===== src/rtl/mc_core_seq.sv =====
// Multi-cycle fetch/execute/memory/writeback sequencer with a timeout guard on every handshake wait.
// Define MC_CORE_SEQ_PERF_EN to add the cycle_cnt_o/instret_o performance counters.
module mc_core_seq #(
   parameter int              XLEN     = 32,
   parameter logic [XLEN-1:0] RESET_PC = 32'h8000_0000,
   parameter int              TMO_W    = 8
) (
   input  logic            clk_i,
   input  logic            rst_i,
   output logic            imem_req_o,
   output logic [XLEN-1:0] imem_addr_o,
   input  logic            imem_gnt_i,
   input  logic            imem_rvalid_i,
   input  logic [31:0]     imem_rdata_i,
   output logic [31:0]     inst_o,
   input  logic            is_load_i,
   input  logic            is_store_i,
   input  logic            is_ebreak_i,
   input  logic [XLEN-1:0] next_pc_i,
   output logic            dmem_req_o,
   output logic            dmem_we_o,
   input  logic            dmem_gnt_i,
   input  logic            dmem_rvalid_i,
   output logic            wen_reg_o,
   output logic            retire_o,
   output logic [XLEN-1:0] pc_o,
   output logic            halt_o,
   output logic            err_o
`ifdef MC_CORE_SEQ_PERF_EN
   ,
   output logic [63:0]     cycle_cnt_o,
   output logic [63:0]     instret_o
`endif
);

   typedef enum logic [2:0] {
      FETCH_REQ, FETCH_WAIT, EXEC, MEM_REQ, MEM_WAIT, WB, HALT, ERR
   } state_e;

   localparam logic [TMO_W-1:0] TMO_MAX  = '1;
   localparam logic [TMO_W-1:0] TMO_LAST = TMO_MAX - 1'b1;
   localparam logic [31:0]      NOP_INST = 32'h0000_0013;

   state_e            state_q, state_d;
   logic [XLEN-1:0]   pc_q, pc_d;
   logic [31:0]       inst_q, inst_d;
   logic [TMO_W-1:0]  tmo_q, tmo_d;
   logic              wen_q, wen_d;
   logic              retire_q, retire_d;
   logic              halt_q, halt_d;
   logic              err_q, err_d;
   logic              waiting;

   always_comb begin
      state_d  = state_q;
      pc_d     = pc_q;
      inst_d   = inst_q;
      tmo_d    = tmo_q;
      wen_d    = 1'b0;
      retire_d = 1'b0;
      halt_d   = halt_q;
      err_d    = err_q;
      waiting  = (state_q == FETCH_REQ) || (state_q == FETCH_WAIT) ||
                 (state_q == MEM_REQ)   || (state_q == MEM_WAIT);

      case (state_q)
         FETCH_REQ: begin
            if (imem_gnt_i) begin
               if (imem_rvalid_i) begin
                  inst_d  = imem_rdata_i;
                  state_d = EXEC;
               end else begin
                  state_d = FETCH_WAIT;
               end
            end
         end
         FETCH_WAIT: begin
            if (imem_rvalid_i) begin
               inst_d  = imem_rdata_i;
               state_d = EXEC;
            end
         end
         EXEC: begin
            if (is_ebreak_i) begin
               state_d  = HALT;
               halt_d   = 1'b1;
               retire_d = 1'b1;
            end else if (is_load_i || is_store_i) begin
               state_d = MEM_REQ;
            end else begin
               state_d = WB;
            end
         end
         MEM_REQ: begin
            if (dmem_gnt_i) begin
               state_d = dmem_rvalid_i ? WB : MEM_WAIT;
            end
         end
         MEM_WAIT: begin
            if (dmem_rvalid_i) begin
               state_d = WB;
            end
         end
         WB: begin
            pc_d    = next_pc_i;
            state_d = FETCH_REQ;
         end
         default: state_d = state_q;
      endcase

      // A stalled handshake that reaches its last allowed wait cycle diverts to ERR instead.
      if (state_d != state_q) begin
         tmo_d = '0;
      end else if (waiting) begin
         if (tmo_q == TMO_LAST) begin
            state_d = ERR;
            err_d   = 1'b1;
            tmo_d   = TMO_MAX;
         end else if (tmo_q != TMO_MAX) begin
            tmo_d = tmo_q + 1'b1;
         end
      end

      if (state_d == WB) begin
         wen_d    = !is_store_i;
         retire_d = 1'b1;
      end
   end

   always_ff @(posedge clk_i or negedge rst_i) begin
      if (!rst_i) begin
         state_q  <= FETCH_REQ;
         pc_q     <= RESET_PC;
         inst_q   <= NOP_INST;
         tmo_q    <= '0;
         wen_q    <= 1'b0;
         retire_q <= 1'b0;
         halt_q   <= 1'b0;
         err_q    <= 1'b0;
      end else begin
         state_q  <= state_d;
         pc_q     <= pc_d;
         inst_q   <= inst_d;
         tmo_q    <= tmo_d;
         wen_q    <= wen_d;
         retire_q <= retire_d;
         halt_q   <= halt_d;
         err_q    <= err_d;
      end
   end

   assign imem_req_o  = (state_q == FETCH_REQ);
   assign imem_addr_o = pc_q;
   assign dmem_req_o  = (state_q == MEM_REQ);
   assign dmem_we_o   = (state_q == MEM_REQ) && is_store_i;
   assign inst_o      = inst_q;
   assign pc_o        = pc_q;
   assign wen_reg_o   = wen_q;
   assign retire_o    = retire_q;
   assign halt_o      = halt_q;
   assign err_o       = err_q;

`ifdef MC_CORE_SEQ_PERF_EN
   logic [63:0] cycle_q, cycle_d;
   logic [63:0] instret_q, instret_d;

   always_comb begin
      cycle_d   = cycle_q;
      instret_d = instret_q;
      if ((state_q != HALT) && (state_q != ERR)) begin
         cycle_d = cycle_q + 64'd1;
      end
      if (retire_q) begin
         instret_d = instret_q + 64'd1;
      end
   end

   always_ff @(posedge clk_i or negedge rst_i) begin
      if (!rst_i) begin
         cycle_q   <= '0;
         instret_q <= '0;
      end else begin
         cycle_q   <= cycle_d;
         instret_q <= instret_d;
      end
   end

   assign cycle_cnt_o = cycle_q;
   assign instret_o   = instret_q;
`endif

endmodule

===== config.mk =====
export PLATFORM = sky130hd
export DESIGN_NAME = mc_core_seq
export DESIGN_NICKNAME = d
export VERILOG_FILES = /design/src/rtl/mc_core_seq.sv
export SDC_FILE = /design/constraint.sdc
export NUM_CORES = 1
export LEC_CHECK = 0
export CORE_MARGIN = 5
export CORE_UTILIZATION = 37
export DETAILED_ROUTE_END_ITERATION = 8
export PLACE_DENSITY = 0.84
export SLEW_MARGIN = 20
export SYNTH_ARGS = -nofsm -noshare
export SYNTH_HDL_FRONTEND = slang
export SYNTH_SLANG_ARGS = --single-unit

===== constraint.sdc =====
create_clock -name clk_i -period 1.47 [get_ports clk_i]
set_input_delay 0.3675 -clock clk_i [delete_from_list [all_inputs] [get_ports clk_i]]
set_output_delay 0.3675 -clock clk_i [all_outputs]
set_load 0.05 [all_outputs]

Word level (Yosys, flattened, before mapping)
Index checks and enable logic that the tools add are counted.

Flip-flop bits (word level): 79. Input port bits: 73. Output and inout port bits: 103. Word-level logic and storage cells: 57.

Add/subtract/negate cells: 1. Eq/ne operators: 10. Mux-type cells: 23. Bitwise logic cells: 1. Reductions and logical operators: 14.

Operators with widths (number): $mux 32 (2); $pmux 32 s2 (1); $mux 8 (4); $mux 3 (9); $pmux 3 s6 (1); $eq 3x3->1 const B (3); $add 8x1->8 const B (1); $eq 8x8->1 const B (1); $ne 8x8->1 const B (1); $eq 3x2->1 const B (2); $reduce_and 2->1 (3); $mux 1 (5); $logic_or 1x1->1 (4); $reduce_bool 2->1 (2); $eq 3x1->1 const B (1); $logic_not 3->1 (1); $ne 3x3->1 (1); $reduce_and 3->1 (1); $reduce_bool 3->1 (1); $mux 2 (1); $ne 2x1->1 const B (1); $logic_and 1x1->1 (1); $logic_not 1->1 (1); $not 1->1 (1).

Longest topological paths before layout
Gate-level depths: netlist of run 1.

Depth in word-level cells: 9. Depth in mapped cells: 7. Depth with buffers taken out: 7.

Least setup slack after synthesis of run 1
No wires, ideal clock.

Path kind: register to output. Start: register state_q[2]. End: output imem_req_o. Arrival time: 1.725 ns. Required time: 1.102 ns. Path slack: -0.623 ns. Stages on the path, launching flop included: 4. Path buffers: 2. Cells stage by stage: dfrtp_1 buf_4 buf_6 nor3_1.

Cells in the longest elaborated chain, start to end: 1.

RTL lines: from (decl) (line 44) `state_e state_q, state_d;`; from (signal assigned) (line 141) `state_q <= state_d;`; $logic_not 3->1 (line 152) `assign imem_req_o = (state_q == FETCH_REQ);`; to (decl) (line 10) `output logic imem_req_o,`.

No other way between the ends.

Final worst setup path of run 1
Start: register state_q[0]. End: output dmem_we_o.

Cells in the longest elaborated chain, start to end: 2.

RTL lines: $eq 3x2->1 (line 155) `assign dmem_we_o = (state_q == MEM_REQ) && is_store_i;`; $logic_and 1x1->1 (line 155); to (decl) (line 21) `output logic dmem_we_o,`.

No other way between the ends.

==> impl_metrics.toml, run 1 <==
[floorplan]
die_h_um = 108.9
core_um2 = 9639
die_w_um = 108.9
die-area_um2 = 11870
start_util_pct = 37.58
rows = 36
io_pins = 176

[power]
powerDensity_nw_per_um2 = 753.0
combinationalPowerShare_pct = 25.9
p_sw_mw = 1.637
vdd_drop_max_uv = 470.3
switching_share_pct = 28.98
clock_power_share_pct = 31.2
power.static_leakage_nw = 3.499
total_power_mw = 5.649
p_int_mw = 4.011
p_seq_share_pct = 42.9

[detailed_routing]
detail_route.vias_per_cell = 4.977
via_count = 3046
drt-met1-wl_mm = 4.630
dr_wl_met2_mm = 7.058
routed_wl_mm = 13.06
wl_per_cell_um = 21.34
drt-initial-drc-count = 166
dr.max_layer_used = "met4"
met3_length_mm = 1.088
drt-pass1-iter-count = 4
ant_nets = 0
drc = 0

[clock_tree]
cts_max_level = 3
cts_made_buffers = 9
clock_latency_ns = 0.35
cts_max_path_buffers = 2
clk_pin_slew_worst_paths_ns = 0.08
clock-root-buffer = "clkbuf_8"
cts.sink_count = 79
cts_tree = "done"

[timing]
post-route-period-util_pct = 116.5
final.setup_skew_ns = 0.01062
setup_violations = 81
post-route-min-period_ns = 1.712
fin_ws_ns = -0.2422
slew_violations = 0
finalHoldViolations = 0
whs_ns = 0.5047
worstMarginPinSlew_ns = 0.4186
max_freq_ghz = 0.5840
relSlewSlack_pct = 72.10
rsz0062_at_grt = "true"

[final_layout]
n_antenna_cell = 0
layout-drive-gt1-share_pct = 58.25
area_growth_syn_to_layout_pct = 107.1
finalNetCount = 549
postLayoutCellArea_um2 = 7501
final_util_pct = 77.82

[global_routing]
grt.overflow.total = 0
grt_start_max_net_pins = 31
antenna_found_initial = 0
grt_pass1_wl_mm = 19.04
first_global_vias = 3389
grtUsageTotal_pct = 21.34

[critical_path]
cp_data_required_time_ns = 1.10
worstPathCellList = "buf_6, buf_6, and3_4, buf_12"
path_delay_family = "buffers and inverters"
regToRegSetupSlack_ns = -0.23
arrival_ns = 1.34
cp-end-kind = "output port"
cp-start-kind = "register"
critPathKind = "reg2out"
crit_top_cell = "buf_6"
cpMaxStageDelayCell = "dfrtp_1"
cp_max_fo = 6
slowest_delay_ns = 0.41
crit_buf_inv = 3

[synthesis]
synth_edf_count = 0
synth_fp_nets = 350
syn_area_per_cell_um2 = 13.17
netlist.area_leader.share_pct = 51.81
yosys_warnings = 0
async_reset_ff_share_pct = 100.0
ys_seq_area_share_pct = 54.72
yosys_register_bits = 79
synth_area_um2 = 3622
synth_flop_cell = "dfrtp_1"
synthTopCellsByCount = "75 x dfrtp_1, 65 x mux2_2, 34 x buf_4, 12 x nand2_1, 9 x nor2_1"
synth_top_area_cell = "dfrtp_1"
netlist_instances = 275
synth_area_leaders = "dfrtp_1 52%, mux2_2 20%, buf_4 7.0%"
synth.distinct_cells = 47
synth.most_common_cell = "dfrtp_1"

[job]
maxCapViolCount = 0

[placed_design]
gp_congestion = 0.8556
numPortBuffers = 175
hpwl_mm = 8.849
dpl_cell_area_um2 = 6569

[status]
status = "complete, but fails checks"
violations = "setup timing"

[min_path]
hold_class = "in2async"
routing by layer:
layer | GRT usage [%] | vias up
met5 | 0 | -
met2 | 39.47 | 154
met1 | 23.08 | 1524
met4 | 8.115 | 0
li1 | - | 1342
met3 | 5.684 | 26
path summary, 6_finish.rpt:
| check | startpoint | endpoint | depth (start not counted) |
|---|---|---|---|
| worst min-delay path | rst_i | imem_addr_o[17]$_DFFE_PN0N_ | 2 |
| max in group asynchronous | rst_i | tmo_q[2]$_DFFE_PN0P_ | 3 |
| min in group clk_i | halt_o$_DFFE_PN0P_ | halt_o$_DFFE_PN0P_ | 1 |
| worst max register to register | state_q[0]$_DFF_PN0_ | tmo_q[4]$_DFFE_PN0P_ | 8 |
| worst max-delay path | state_q[0]$_DFF_PN0_ | dmem_we_o | 4 |
| worst min register to register | halt_o$_DFFE_PN0P_ | halt_o$_DFFE_PN0P_ | 1 |
cell usage in the layout (no fill, tap or decap), types with 2 or more instances in the layout:
master | synthesis | final
and3_1 | 5 | 3
buf_4 | 34 | 27
mux2_4 | 0 | 43
mux2i_1 | 4 | 3
dfrtp_1 | 75 | 74
dlygate4sd2_1 | 0 | 3
clkbuf_8 | 0 | 9
inv_2 | 0 | 2
a21oi_2 | 1 | 3
buf_6 | 2 | 15
clkinv_4 | 0 | 2
nand4_1 | 4 | 4
dfstp_2 | 4 | 4
mux2_2 | 65 | 22
nor3_4 | 0 | 2
a31oi_1 | 2 | 2
a211oi_2 | 0 | 2
nand2_2 | 0 | 2
nor2_4 | 0 | 2
nor3_1 | 5 | 2
bufinv_16 | 0 | 2
and3_4 | 0 | 2
buf_12 | 0 | 111
clkdlybuf4s50_1 | 0 | 68
clkbuf_1 | 0 | 2
o211ai_1 | 2 | 2
nand2b_1 | 4 | 4
nand2_1 | 12 | 9
nor2_1 | 9 | 7
buf_16 | 0 | 4
layout make-up:
type	instances	area (um2)
repair buffers	231	3461
flip-flops and latches	79	1983
fillers	555	2138
inverters	3	11.26
multi-input cells	150	1665
clock buffers	11	131.4
well taps	133	166.4
clock inverters	5	82.58
power groups by stage:
stage          clock network (mW)  registers [mW]  logic (mW)
6_report                     1.76            2.42        1.46
5_1_grt                      1.90            2.44        1.52
4_1_cts                      1.79            2.42        1.45
3_5_place_dp                    0            2.46        1.41
3_3_place_gp                    0            2.45        1.38
2_1_floorplan                   0            2.66       0.355
logic make-up (layout without fill, tap and decap cells):
group / after synthesis / after routing / share of synthesized area (%)
flip-flops: 79 / 79 / 54.72
XOR/XNOR: 2 / 2 / 0.4837
buffers and inverters: 46 / 250 / 8.946
adder cells (fa/ha/maj): 2 / 2 / 0.6907
AND/OR/NAND/NOR: 51 / 51 / 7.358
AO/OA/AOI/OAI: 25 / 25 / 5.872
multiplexers: 70 / 70 / 21.93
through the flow:
step	setup WS [ns]	setup TNS, ns	cells
floorplan	-0.07507	-0.9119	275
detailed placement	-0.5511	-22.19	571
CTS	-0.2356	-11.45	610
global route	-0.3066	-14.44	612
global placement	-0.4179	-18.26	571
finish	-0.2422	-11.54	612
state kept, by name, indices dropped and copies added, names as in the netlist:
register	count
err_o	1
retire_o	1
halt_o	1
tmo_q	8
wen_reg_o	1
state_q	3
inst_o	32
imem_addr_o	32
repair_timing:
action | in CTS | in global routing
endpoints found under the setup margin | 83 | 83
cloned | 6 | 1
setup buffers | 17 | 3
pin swaps | 12 | 14
hold endpoints to repair | 21 | 0
hold buffers | 1 | 0
gates resized for setup | 75 | 33
(Power assumes the default switching activity.)
==> run 2, diff against run 1 <==
Settings changed: CORE_UTILIZATION 37 to 38, CTS_BUF_LIST set to sky130_fd_sc_hd__clkbuf_8, PLACE_DENSITY 0.84 to 0.86.
==> run 2 against run 1 <==
Compared with the run above: the flow still finishes with violations (setup timing); critical path depth increased by 4; via count increased by 1.1%; maximum frequency is 4.5% lower; core utilization rose by 2.3 points; power is 1.4% lower; die area is 2.4% lower; clock-buffer cell count decreased by 2; first-iteration DRC count increased by 14%; register-to-register slack lost 0.09 ns; sequential cell count unchanged; critical path type is now reg2reg; critical endpoint is now inst_o[8]$_DFFE_PN0P_.
==> impl_metrics.toml, run 2 (synthesized netlist as in run 1, its figures left out) <==
[critical_path]
cp_data_required_time_ns = 1.71
r2r_cells = 8
regToRegSetupSlack_ns = -0.32
cp-start-kind = "register"
cp_max_fo = 8
reg2reg_from = "state_q[0]$_DFF_PN0_"
cp-end-kind = "register"
r2r-end = "inst_o[8]$_DFFE_PN0P_"
critPathKind = "reg2reg"
arrival_ns = 2.03

[floorplan]
die_h_um = 107.6
io_pins = 176
die-area_um2 = 11580
core_um2 = 9284
die_w_um = 107.6
start_util_pct = 39.02
rows = 35

[clock_tree]
cts_tree = "done"
cts_max_level = 3
cts_max_path_buffers = 2
clock-root-buffer = "clkbuf_8"
cts.sink_count = 79
clock_latency_ns = 0.36
clk_pin_slew_worst_paths_ns = 0.09
cts_made_buffers = 9

[min_path]
min_path_cells = 3
min_from = "is_store_i"
holdPathEnd = "wen_reg_o$_DFF_PN0_"
hold_class = "in2reg"

[detailed_routing]
dr.max_layer_used = "met4"
detail_route.vias_per_cell = 5.074
ant_nets = 0
drt-initial-drc-count = 190
drc = 0
routed_wl_mm = 13.56
dr_wl_met2_mm = 7.340
via_count = 3080
drt-pass1-iter-count = 4
met3_length_mm = 1.041
drt-met1-wl_mm = 4.768
wl_per_cell_um = 22.33

[power]
powerDensity_nw_per_um2 = 748.3
power.static_leakage_nw = 3.456
vdd_drop_max_uv = 566.1

[placed_design]
gp_congestion = 0.7852
numPortBuffers = 175
hpwl_mm = 8.453
dpl_cell_area_um2 = 6574

[final_layout]
layout-drive-gt1-share_pct = 57.95
nFillCells = 502
postLayoutCellArea_um2 = 7441
area_growth_syn_to_layout_pct = 105.4
final_cell_mix = "111 x buf_12, 75 x dfrtp_1, 70 x clkdlybuf4s50_1, 37 x mux2_4"
finalNetCount = 548
n_antenna_cell = 0
final_common_cell = "buf_12"

[timing]
max_freq_ghz = 0.5580
post-route-min-period_ns = 1.792
fin_ws_ns = -0.3223
setup_violations = 83
tns_ns = -16.59
rsz0062_at_grt = "true"
relSlewSlack_pct = 71.57
slew_violations = 0
worstMarginPinSlew_ns = 0.4258
finalHoldViolations = 0
post-route-period-util_pct = 121.9
final.setup_skew_ns = 0.01071

[global_routing]
grtUsageTotal_pct = 21.53
first_global_vias = 3437
grt_pass1_wl_mm = 18.98
grt.overflow.total = 0
grt_start_max_net_pins = 41
antenna_found_initial = 0

[job]
maxCapViolCount = 0

[status]
violations = "setup timing"
status = "complete, but fails checks"
## run 2: how the worst max path moves through the flow
stage                     slack (ns)                 start                      to
final                          -0.32  state_q[0]$_DFF_PN0_   inst_o[8]$_DFFE_PN0P_
after floorplan                -0.08  tmo_q[0]$_DFFE_PN0P_    tmo_q[7]$_DFFE_PN0P_
after CTS                      -0.29  state_q[0]$_DFF_PN0_              imem_req_o
after global routing           -0.33  state_q[0]$_DFF_PN0_  inst_o[28]$_DFFE_PN0P_
after detailed placement       -0.52             is_load_i    tmo_q[0]$_DFFE_PN0P_
after global placement         -0.44             is_load_i    tmo_q[0]$_DFFE_PN0P_
## run 2: cell type report
type / instances / area (um2) / area share (%)
clock buffer: 9 / 123.9 / 1.665
inverter: 3 / 13.76 / 0.1850
sequential: 79 / 1982 / 26.64
multi-input combinational: 150 / 1618 / 21.74
clock inverter: 7 / 76.32 / 1.026
timing repair buffer: 230 / 3466 / 46.58
tap: 129 / 161.4 / 2.169
## run 2: timing repair
item,4_1_cts,5_1_grt
pin swaps,10,11
cloned,5,2
hold buffers,1,0
setup endpoints to repair,79,83
hold endpoints to repair,75,0
resized for setup,60,33
buffers inserted,15,5
## run 2: critical path, stage by stage, from the launching register on
cell,delay [ns]
dfrtp_1,0.41
buf_12,0.15
buf_4,0.16
nor2_4,0.18
nor3_4,0.06
nand2_2,0.08
buf_6,0.14
clkbuf_16,0.16
mux2_2,0.34
## run 2: through the flow
step / setup WS, ns / utilization [%] / std cells / hold WS [ns] / total power, mW
2_1_floorplan: -0.07507 / - / 275 / 0.07191 / 3.011
3_3_place_gp: -0.4423 / 70.81 / 565 / 0.3573 / 3.817
3_5_place_dp: -0.5220 / 70.81 / 565 / 0.3686 / 3.861
4_1_cts: -0.2856 / 78.17 / 602 / 0.4835 / 5.546
5_1_grt: -0.3331 / 80.15 / 607 / 0.5102 / 5.768
6_report: -0.3223 / 80.15 / 607 / 0.5212 / 5.568
## run 2: layer usage
metal | track usage, % | vias up
met5 | 0 | -
met2 | 39.70 | 180
met3 | 5.579 | 39
met4 | 8.115 | 0
met1 | 23.49 | 1526
li1 | - | 1335
## run 2: report_power, final
part / internal (mW) / total, mW / leakage [nW] / switching (mW)
clock: 0.800 / 1.69 / 0.0966 / 0.886
sequential: 2.27 / 2.43 / 0.956 / 0.158
combinational: 0.774 / 1.46 / 2.40 / 0.682
==> run 3, diff against run 2 <==
Settings changed: CAP_MARGIN set to 20, PLACE_DENSITY 0.86 to 0.79.
==> run 3 against run 2 <==
Compared with the run above: via count is 0.97% lower; setup slack better by 0.070 ns; register-to-register slack better by 0.07 ns; the flow still finishes with violations (setup timing); maximum frequency is 4.1% higher; largest cell class unchanged; sequential power hardly changed; core utilization is 0.43 points higher; sequential cell count stayed put; critical path type unchanged; clock-buffer cell count is 4 higher.
==> impl_metrics.toml, run 3 (synthesized netlist as in run 1, its figures left out) <==
[detailed_routing]
drc = 0
routed_wl_mm = 12.75
drt-pass1-iter-count = 4
drt-initial-drc-count = 162
ant_nets = 0
detail_route.vias_per_cell = 5.025
wl_per_cell_um = 21.01
via_count = 3050

[final_layout]
final_cell_mix = "110 x buf_12, 73 x dfrtp_1, 68 x clkdlybuf4s50_1, 33 x mux2_4, 32 x mux2_2"
final_common_cell = "buf_12"
area_growth_syn_to_layout_pct = 106.5
finalNetCount = 548
final_util_pct = 80.58
n_antenna_cell = 0
postLayoutCellArea_um2 = 7481
layout-drive-gt1-share_pct = 59.00
nFillCells = 496

[critical_path]
setup.worst_path.start = "state_q[2]$_DFF_PN0_"
worstPathCellList = "buf_4, buf_4, mux2i_4, o311ai_4, nor2_2, xnor2_1, a21oi_2"
cp-end-kind = "register"
regToRegSetupSlack_ns = -0.25
r2r_cells = 7
crit_top_cell = "buf_4"
slowest_delay_ns = 0.47
cp_data_required_time_ns = 1.71
reg2reg_from = "state_q[2]$_DFF_PN0_"
cp-start-kind = "register"
cp_max_fo = 4
r2r-end = "tmo_q[4]$_DFFE_PN0P_"
arrival_ns = 1.96
critPathKind = "reg2reg"
cpMaxStageDelayCell = "dfrtp_2"
critical_path.endpoint = "tmo_q[4]$_DFFE_PN0P_"

[clock_tree]
cts_tree = "done"
clock_latency_ns = 0.35
clock-root-buffer = "clkbuf_8"
cts_made_buffers = 9
clk_pin_slew_worst_paths_ns = 0.08
cts.sink_count = 79
cts_max_level = 3
cts_max_path_buffers = 2

[global_routing]
first_global_vias = 3306
grt_pass1_wl_mm = 18.46
busiest_layer = "met2"
grtUsageMet1_pct = 22.27
antenna_found_initial = 0
use_met3_pct = 6.659
grt.overflow.total = 0
grt_start_max_net_pins = 34
use_met2_pct = 39.39
grtUsageTotal_pct = 20.89

[placed_design]
dpl_cell_area_um2 = 6561
gp_congestion = 0.8234
dp_slack_ns = -0.5106
numPortBuffers = 175
hpwl_mm = 8.355

[power]
total_power_mw = 5.620
vdd_drop_max_uv = 649.2
power.static_leakage_nw = 3.480
powerDensity_nw_per_um2 = 751.3

[timing]
setup_violations = 81
post-route-min-period_ns = 1.722
slew_violations = 0
worstMarginPinSlew_ns = 0.3742
rsz0062_at_grt = "true"
finalHoldViolations = 0
max_freq_ghz = 0.5808
whs_ns = 0.4244
fin_ws_ns = -0.2519
post-route-period-util_pct = 117.1
relSlewSlack_pct = 74.97
final.setup_skew_ns = 0.01586

[status]
violations = "setup timing"
status = "complete, but fails checks"

[floorplan]
die_h_um = 107.6
start_util_pct = 39.02
core_um2 = 9284
die_w_um = 107.6
io_pins = 176
rows = 35
die-area_um2 = 11580

[min_path]
hold_class = "in2async"

[job]
maxCapViolCount = 0
## run 3: cell types whose count changed in the layout (fill, tap and decap cells not counted), moves of 3 or more
| cell | before | now |
|---|---|---|
| mux2_2 | 28 | 32 |
| inv_6 | 3 | 0 |
| mux2_4 | 37 | 33 |
| clkbuf_8 | 9 | 13 |
## run 3: report_power, final
part,switching (mW),internal (mW),total [mW]
logic,0.685,0.782,1.47
registers,0.153,2.27,2.42
clock network,0.764,0.966,1.73
total,1.60,4.02,5.62
## run 3: metal layers
| metal | routed length, um | vias up |
|---|---|---|
| li1 | - | 1345 |
| met3 | 997 | 25 |
| met4 | 332 | 0 |
| met5 | 0 | - |
| met1 | 4567 | 1532 |
| met2 | 6852 | 148 |
## run 3: critical path, delay by kind of cell, from the launching register on
| kind | cells | cell delay (ns) |
|---|---|---|
| DFF | 1 | 0.47 |
| buffers and inverters | 2 | 0.35 |
| AOI/OAI and AO/OA | 2 | 0.27 |
| muxes | 1 | 0.24 |
| xor gates and xnor gates | 1 | 0.15 |
| and+or+nand+nor | 1 | 0.13 |
## run 3: through the flow
| stage | std cells | setup TNS (ns) |
|---|---|---|
| floorplan | 275 | -0.9119 |
| global placement | 565 | -18.08 |
| detailed placement | 565 | -20.70 |
| CTS | 601 | -10.60 |
| global route | 607 | -12.81 |
| finish | 607 | -9.966 |
## run 3: area by class of cell
cell class	count	area, um2	area share, %
clock inverter	3	41.29	0.5519
inverter	3	16.27	0.2174
sequential	79	1984	26.53
tap	129	161.4	2.158
clock buffer	13	178.9	2.392
timing repair buffer	230	3448	46.09
multi-input combinational	150	1650	22.06
## run 3: worst min path at each step
stage | slack, ns | depth (start not counted) | endpoint | start
2_1_floorplan | 0.07 | 0 | err_o$_DFFE_PN0P_ | rst_i
3_3_place_gp | 0.22 | 1 | imem_addr_o[12]$_DFFE_PN0N_ | rst_i
3_5_place_dp | 0.22 | 1 | imem_addr_o[10]$_DFFE_PN0N_ | rst_i
4_1_cts | 0.41 | 2 | imem_addr_o[12]$_DFFE_PN0N_ | rst_i
5_1_grt | 0.41 | 2 | imem_addr_o[12]$_DFFE_PN0N_ | rst_i
6_report | 0.42 | 2 | imem_addr_o[12]$_DFFE_PN0N_ | rst_i
## run 3: timing repair
action / 4_1_cts / 5_1_grt
gates cloned: 3 / 4
resized for setup: 59 / 36
pin swaps: 13 / 9
endpoints found under the setup margin: 81 / 83
endpoints found under the hold margin: 8 / 0
setup buffers: 16 / 3
hold buffers: 1 / 0
